## src/rtl/fifo_rd_packer.sv

```systemverilog
// Pops bytes from a 1-cycle-latency FIFO read port and packs them into LANES-wide
// words, closing a word when it is full or its last byte carries the end-of-packet flag.
module fifo_rd_packer #(
  parameter int WIDTH = 8,
  parameter int LANES = 4
) (
  input  logic                   rd_clk,
  input  logic                   rd_reset,
  input  logic                   fifo_empty,
  output logic                   fifo_rd_en,
  input  logic [WIDTH:0]         fifo_out,
  output logic                   m_valid,
  input  logic                   m_ready,
  output logic [LANES*WIDTH-1:0] m_data,
  output logic [LANES-1:0]       m_keep,
  output logic                   m_last,
  output logic [15:0]            pkt_cnt
);

  localparam int CW = $clog2(LANES + 1);
  localparam logic [CW:0]   LANES_X = (CW+1)'(LANES);
  localparam logic [CW-1:0] LANES_C = CW'(LANES);

  typedef enum logic {COLLECT, OUTPUT} state_t;

  state_t                 state, state_n;
  logic [CW-1:0]          cnt, cnt_n;
  logic                   pend;
  logic                   carry_v, carry_v_n;
  logic [WIDTH:0]         carry_q, carry_n;
  logic [LANES*WIDTH-1:0] data_n;
  logic [LANES-1:0]       keep_n;
  logic                   last_n;
  logic [15:0]            pkt_n;
  logic [1:0]             guard;

  logic                   guard_done;
  logic                   room;
  logic [WIDTH:0]         first_byte;

  assign guard_done = guard[1];
  assign room       = ({1'b0, cnt} + {{CW{1'b0}}, pend}) < LANES_X;
  assign fifo_rd_en = (state == COLLECT) && !fifo_empty && !carry_v && room && guard_done;
  assign m_valid    = (state == OUTPUT);
  // A parked carry byte always predates any byte arriving in the handshake cycle.
  assign first_byte = carry_v ? carry_q : fifo_out;

  always_comb begin
    state_n   = state;
    cnt_n     = cnt;
    carry_v_n = carry_v;
    carry_n   = carry_q;
    data_n    = m_data;
    keep_n    = m_keep;
    last_n    = m_last;
    pkt_n     = pkt_cnt;
    unique case (state)
      COLLECT: begin
        if (pend) begin
          for (int i = 0; i < LANES; i++) begin
            if (cnt == CW'(i)) begin
              data_n[i*WIDTH +: WIDTH] = fifo_out[WIDTH-1:0];
              keep_n[i]                = 1'b1;
            end
          end
          cnt_n  = cnt + CW'(1);
          last_n = fifo_out[WIDTH];
          if (cnt_n == LANES_C || fifo_out[WIDTH]) state_n = OUTPUT;
        end
      end
      OUTPUT: begin
        if (m_ready) begin
          pkt_n     = pkt_cnt + {15'd0, m_last};
          data_n    = '0;
          keep_n    = '0;
          last_n    = 1'b0;
          cnt_n     = '0;
          carry_v_n = 1'b0;
          state_n   = COLLECT;
          if (carry_v || pend) begin
            data_n[WIDTH-1:0] = first_byte[WIDTH-1:0];
            keep_n            = {{(LANES-1){1'b0}}, 1'b1};
            cnt_n             = CW'(1);
            // A lone end-of-packet byte forms a complete word on its own.
            if (first_byte[WIDTH]) begin
              last_n  = 1'b1;
              state_n = OUTPUT;
            end
          end
        end else if (pend) begin
          carry_v_n = 1'b1;
          carry_n   = fifo_out;
        end
      end
      default: state_n = COLLECT;
    endcase
  end

  always_ff @(posedge rd_clk or negedge rd_reset) begin
    if (!rd_reset) begin
      state   <= COLLECT;
      cnt     <= '0;
      pend    <= 1'b0;
      carry_v <= 1'b0;
      carry_q <= '0;
      m_data  <= '0;
      m_keep  <= '0;
      m_last  <= 1'b0;
      pkt_cnt <= '0;
      guard   <= '0;
    end else begin
      state   <= state_n;
      cnt     <= cnt_n;
      pend    <= fifo_rd_en;
      carry_v <= carry_v_n;
      carry_q <= carry_n;
      m_data  <= data_n;
      m_keep  <= keep_n;
      m_last  <= last_n;
      pkt_cnt <= pkt_n;
      // The upstream empty flag is meaningless until it has been registered once.
      if (!guard_done) guard <= guard + 2'd1;
    end
  end

endmodule

```

## config.mk

```make
export PLATFORM = sky130hd
export DESIGN_NAME = fifo_rd_packer
export DESIGN_NICKNAME = d
export VERILOG_FILES = /design/src/rtl/fifo_rd_packer.sv
export SDC_FILE = /design/constraint.sdc
export NUM_CORES = 1
export LEC_CHECK = 0
export ABC_AREA = 0
export CAP_MARGIN = 10
export CORE_MARGIN = 5
export CORE_UTILIZATION = 56
export CTS_BUF_LIST = sky130_fd_sc_hd__clkbuf_8
export CTS_CLUSTER_DIAMETER = 200
export DETAILED_ROUTE_END_ITERATION = 10
export PLACE_DENSITY_LB_ADDON = 0.2
export SYNTH_ARGS = -nofsm -noshare
export SYNTH_HDL_FRONTEND = slang
export SYNTH_SLANG_ARGS = --single-unit
```

## constraint.sdc

```tcl
create_clock -name rd_clk -period 2.5 [get_ports rd_clk]
set_clock_uncertainty 0.05 [all_clocks]
set_input_delay 0.375 -clock rd_clk [delete_from_list [all_inputs] [get_ports rd_clk]]
set_output_delay 0.375 -clock rd_clk [all_outputs]
set_load 0.005 [all_outputs]
```

# Word-level counts from Yosys, hierarchy flattened
# Index checks and enable logic that the tools add are counted.
[classes]
n_mux = 33
n_eq_ne = 10
bitwise_logic = 2
n_reduce_logical = 18
n_addsub = 4
magnitude_cmp = 1
[op_table]
columns = ["operator", "n"]
rows = [
  ["$mux W32", 2],
  ["$pmux W32 S2", 1],
  ["$mux W8", 5],
  ["$add A16 B1 Y16", 1],
  ["$mux W1", 15],
  ["$reduce_and A3 Y1", 5],
  ["$mux W9", 1],
  ["$mux W4", 2],
  ["$ne A2 B1 Y1 const B", 4],
  ["$pmux W4 S2", 1],
  ["$eq A3 B2 Y1 const B", 2],
  ["$mux W3", 2],
  ["$pmux W3 S2", 1],
  ["$reduce_and A2 Y1", 3],
  ["$add A3 B1 Y4", 1],
  ["$logic_and A1 B1 Y1", 4],
  ["$lt A4 B3 Y1 const B", 1],
  ["$ne A2 B2 Y1 const B", 2],
  ["$pmux W1 S2", 2],
  ["$add A3 B1 Y3 const B", 1],
  ["$eq A3 B1 Y1 const B", 1],
  ["$eq A3 B3 Y1 const B", 1],
  ["$logic_not A3 Y1", 1],
  ["$add A2 B1 Y2 const B", 1],
  ["5 further kinds", 8],
]
[word_totals]
register_bits = 70
input_bits = 13
word_cells = 85

# Depth between registers and ports, before layout
[depth]
depth_word = 6
mapped_depth = 8
ltp_nobuf = 6

# Least setup slack after synthesis
# Ideal clock, no wire load.
[synth_timing]
kind = "register -> output"
start = "register state, in the netlist m_valid"
end = "output fifo_rd_en"
arrival_ns = 1.367
stages_incl_launch_ff = 3
t_required_ns = 2.075
slack_ns = 0.708
cell_sequence = "dfrtp_1 or4b_2 a311oi_1"
[synth_between]
elab_chain_cells = 5
[synth_lines]
columns = ["item", "line_no", "source"]
rows = [
  ["start, declared", "26", "state_t state, state_n;"],
  ["start signal, assigned", "112", "state <= state_n;"],
  ["$not A1 Y1", "n/a", ""],
  ["$logic_and A1 B1 Y1 (4 in a row)", "43", "assign fifo_rd_en = (state == COLLECT) && !fifo_empty && !carry_v && room && guard_done;"],
  ["end, declared", "10", "output logic fifo_rd_en,"],
]
# No other way between the ends.

# Worst setup path in the final report
[layout_timing]
start = "register cnt[2]"
end = "output fifo_rd_en"
[layout_between]
elab_chain_cells = 4
[layout_lines]
columns = ["item", "line_no", "source"]
rows = [
  ["start, declared", "27", "logic [CW-1:0] cnt, cnt_n;"],
  ["start signal, assigned", "113", "cnt <= cnt_n;"],
  ["$add A3 B1 Y4", "42", "assign room = ({1'b0, cnt} + {{CW{1'b0}}, pend}) < LANES_X;"],
  ["$lt A4 B3 Y1", "42", ""],
  ["$logic_and A1 B1 Y1 (2 in a row)", "43", ""],
]
# No other way between the ends.

==> out/qor.log <==
INFO  timing         timing.fmax=0.420GHz
INFO  logic_synthesis yosysTopAreaCellShare=57.7%
INFO  clock_network  path_clk_slew=70ps
INFO  finish         post_route_cells_drive_above_1_share=10.8%
INFO  global_route   antenna_found_initial=0
INFO  pwr            vdd_drop_max=0.810mV
INFO  logic_synthesis ys_seq_elements=70
INFO  die            placeableCoreArea=5170squm
INFO  pwr            pwr_density_cell=1020nW/um^2
INFO  worst_setup_path timing_worst_setup_path_type=reg2out
INFO  clock_network  post_cts_buffers=0
INFO  die            ios=68
INFO  timing         timing.final.hold_violations=0
INFO  clock_network  ctsRootBufferMaster=clkbuf_8
INFO  pwr            cellLeakagePower=1.82nW
INFO  placed_design  post-dp-hpwl=4820microns
INFO  drt            postRouteAntennaNets=0
INFO  hold_path      hold_path.class=in2async
INFO  clock_network  clock_insertion_delay_worst_skew=340ps
INFO  die            row_count=26
INFO  global_route   grt_pass1_wl=11,500microns
INFO  drt            detail_route.first_pass.iterations=4
INFO  placed_design  place_worst_setup_slack=169ps
INFO  logic_synthesis synth_fp_nets=316
INFO  pwr            swShare=32.4%
INFO  worst_setup_path cp-startpoint=cnt[2]$_DFFE_PN0P_
INFO  finish         syn_to_final_growth=30.8%
INFO  worst_setup_path cp_data_arrival_time=1950ps
INFO  global_route   grt-ovfl-total=0
INFO  logic_synthesis syn_avg_cell_area=10.3squm
INFO  timing         report.final.slew_viol_count=0
INFO  timing         layout_setup_ws=121ps
INFO  die            die-area=7000squm
INFO  timing         final.min_clock_period=2380ps
INFO  global_route   grt_start_max_net_pins=71
INFO  worst_setup_path regToRegSetupSlack=630ps
INFO  logic_synthesis synthArstFlopShare=100%
INFO  finish         antennaDiodeCount=0
INFO  clock_network  cts-root-to-sink-buffers=2
INFO  pwr            share_seq_of_total_power=43.9%
INFO  clock_network  post_cts.resized_instances=2
INFO  worst_setup_path r2r-start=m_last$_DFFE_PN0P_
INFO  worst_setup_path critPathCapture=fifo_rd_en
INFO  drt            drc=0
INFO  worst_setup_path reg2reg_to=pkt_cnt[10]$_DFFE_PN0P_
INFO  drt            detail_route.wirelength=6880microns
INFO  flow_run       maxCapViolations=0
INFO  logic_synthesis synth_seq_area_share=57.7%
INFO  drt            detail_route.wl_per_cell=15.7microns
INFO  drt            post_drt_via_cell_ratio=5.34
INFO  pwr            comb_power_share=36.1%
INFO  finish         layout.core_utilization=76.8%
INFO  logic_synthesis syn_area=3040squm
INFO  pwr            clock_power_share=20.0%
INFO  logic_synthesis synthDominantAreaCellType=dfrtp_1
INFO  global_route   gr-usage-all-layers=20.8%
INFO  die            die_height=83.7microns
INFO  run_status     status=finished clean
INFO  worst_setup_path path_max_fanout=4
INFO  drt            num_vias=2,346
INFO  placed_design  place_congestion=0.854
INFO  global_route   number_of_global_route_vias_before_repair=2,321
INFO  timing         max_slew.worst_pin.slew=598ps
INFO  timing         timing.slew.headroom=59.9%
INFO  worst_setup_path cp-end-kind=output pin
INFO  logic_synthesis synth_area_leaders=dfrtp_1, nand2_1, o21ai_0
INFO  worst_setup_path timing.critical_path.required=2080ps
INFO  clock_network  numCtsBuffers=9
INFO  timing         rsz0062_at_grt=no
INFO  logic_synthesis synth.lib_cells_used.distinct=36
INFO  clock_network  htree_depth=3
INFO  logic_synthesis synthesis.yosys.warnings=0
INFO  drt            drt_iter0_markers=161
INFO  placed_design  port_buffers=67
INFO  die            start_util=58.7%
INFO  pwr            power.net_switching=1.31mW
INFO  logic_synthesis synth-main-ff-cell=dfrtp_1
INFO  logic_synthesis synthCells=295
INFO  pwr            internal-power=2.73mW
INFO  worst_setup_path worst_setup_start_kind=register
INFO  clock_network  clkSinkCount=70
INFO  pwr            post-layout-total-power=4.03mW
INFO  timing         finalCritPeriodShare=95.2%
INFO  timing         setup_viol=0
INFO  clock_network  cts_tree=yes
INFO  timing         setup_total_negative_slack=0ps
INFO  logic_synthesis post_synth_edffs=0
INFO  worst_setup_path worst_r2r_path_depth=6
INFO  finish         nNetsFinal=386
INFO  clock_network  cts-hold-fix-buffers=0
INFO  die            die_width=83.7microns
[final cells by class]
cell class / count / area (sq um)
Timing Repair Buffer: 74 / 729
Inverter: 7 / 26.3
Fill cell: 358 / 1200
Tap cell: 70 / 87.6
Clock buffer: 11 / 151
Clock inverter: 4 / 22.5
Sequential cell: 70 / 1750
Multi-Input combinational cell: 203 / 1200
[synthesized netlist by cell type (3+ instances only)]
cell type,instances
mux2_2,9
xor2_1,6
nand2b_1,9
clkbuf_1,9
or2_2,3
ha_1,8
nor2_1,15
nand2_1,60
buf_2,5
dfrtp_1,70
nand3_1,14
o21ai_0,21
xnor2_1,10
inv_1,7
a21oi_1,13
a22oi_1,8
[placed cells by master (no fill, tap or decap), types with 2 or more instances in the layout]
cell type / synthesis / routed
and2_0: 2 / 2
buf_4: 0 / 6
xor2_1: 6 / 6
nand3b_1: 2 / 2
nor3_1: 2 / 2
nand3_1: 14 / 14
clkbuf_8: 0 / 11
nor2_1: 15 / 15
a22oi_1: 8 / 8
and2_1: 2 / 2
xnor2_1: 10 / 10
a21oi_1: 13 / 13
inv_1: 7 / 7
ha_1: 8 / 8
clkdlybuf4s50_1: 0 / 65
nand2b_1: 9 / 9
clkinv_2: 0 / 3
nor3_2: 2 / 2
dfrtp_1: 70 / 70
or2_2: 3 / 3
o211ai_1: 2 / 2
a21o_1: 2 / 2
mux2_2: 9 / 9
and4_1: 2 / 2
nand2_1: 60 / 60
o21ai_0: 21 / 21
[cell families after synthesis]
group / synth area share [%]
and+or+nand+nor: 18.4
DFF: 57.7
AOI/OAI and AO/OA: 9.47
buffers and inverters: 2.92
xor gates and xnor gates: 4.61
muxes: 3.67
adders and majority gates: 3.30
[worst min-delay path by stage]
stage / slack [ps] / from / cells past startpoint / end
floorplan: 30 / rd_reset / 0 / carry_q[0]$_DFFE_PN0P_
global placement: 370 / rd_reset / 2 / pkt_cnt[6]$_DFFE_PN0P_
detailed placement: 380 / rd_reset / 2 / pkt_cnt[6]$_DFFE_PN0P_
CTS: 10 / rd_reset / 2 / pkt_cnt[6]$_DFFE_PN0P_
global route: 30 / rd_reset / 2 / pkt_cnt[6]$_DFFE_PN0P_
finish: 3 / rd_reset / 2 / pkt_cnt[6]$_DFFE_PN0P_
[sequential cells by signal (all words and copies together), names as in the netlist]
signal and cells:
pend 1, cnt 3, pkt_cnt 16, carry_q 9, m_keep 4, m_last 1, carry_v 1, guard 2
m_valid 1, m_data 32
[per-stage QoR]
| stage | instances | hold WS, ps | instance area [sq um] |
|---|---|---|---|
| 5_1_grt | 439 | 25.6 | 3970 |
| 4_1_cts | 439 | 14.9 | 3970 |
| 6_report | 439 | 2.99 | 3970 |
| 2_1_floorplan | 295 | 29.4 | 3040 |
| 3_5_place_dp | 424 | 377 | 3790 |
| 3_3_place_gp | 424 | 370 | 3790 |
[critical path, stage by stage, from the launching register on]
cell           delay [ps]
dfrtp_1               410
or4b_2                680
a311oi_2              240
dlygate4sd2_1         280
[layer usage]
metal  track usage (%)  vias to the layer above  wire, microns
li1                  -                     1129              -
met1              27.1                     1138           3030
met2              33.6                       70           3390
met3              5.73                        9            384
met4              6.58                        0             74
met5                 0                        -              0
[power groups by stage]
stage / sequential (mW) / clock [mW] / combinational (mW)
floorplan: 1.76 / 0 / 0.673
global placement: 1.77 / 0 / 1.41
detailed placement: 1.79 / 0 / 1.46
CTS: 1.77 / 0.818 / 1.47
global route: 1.82 / 0.873 / 1.62
finish: 1.77 / 0.806 / 1.46
(Power assumes the default switching activity.)
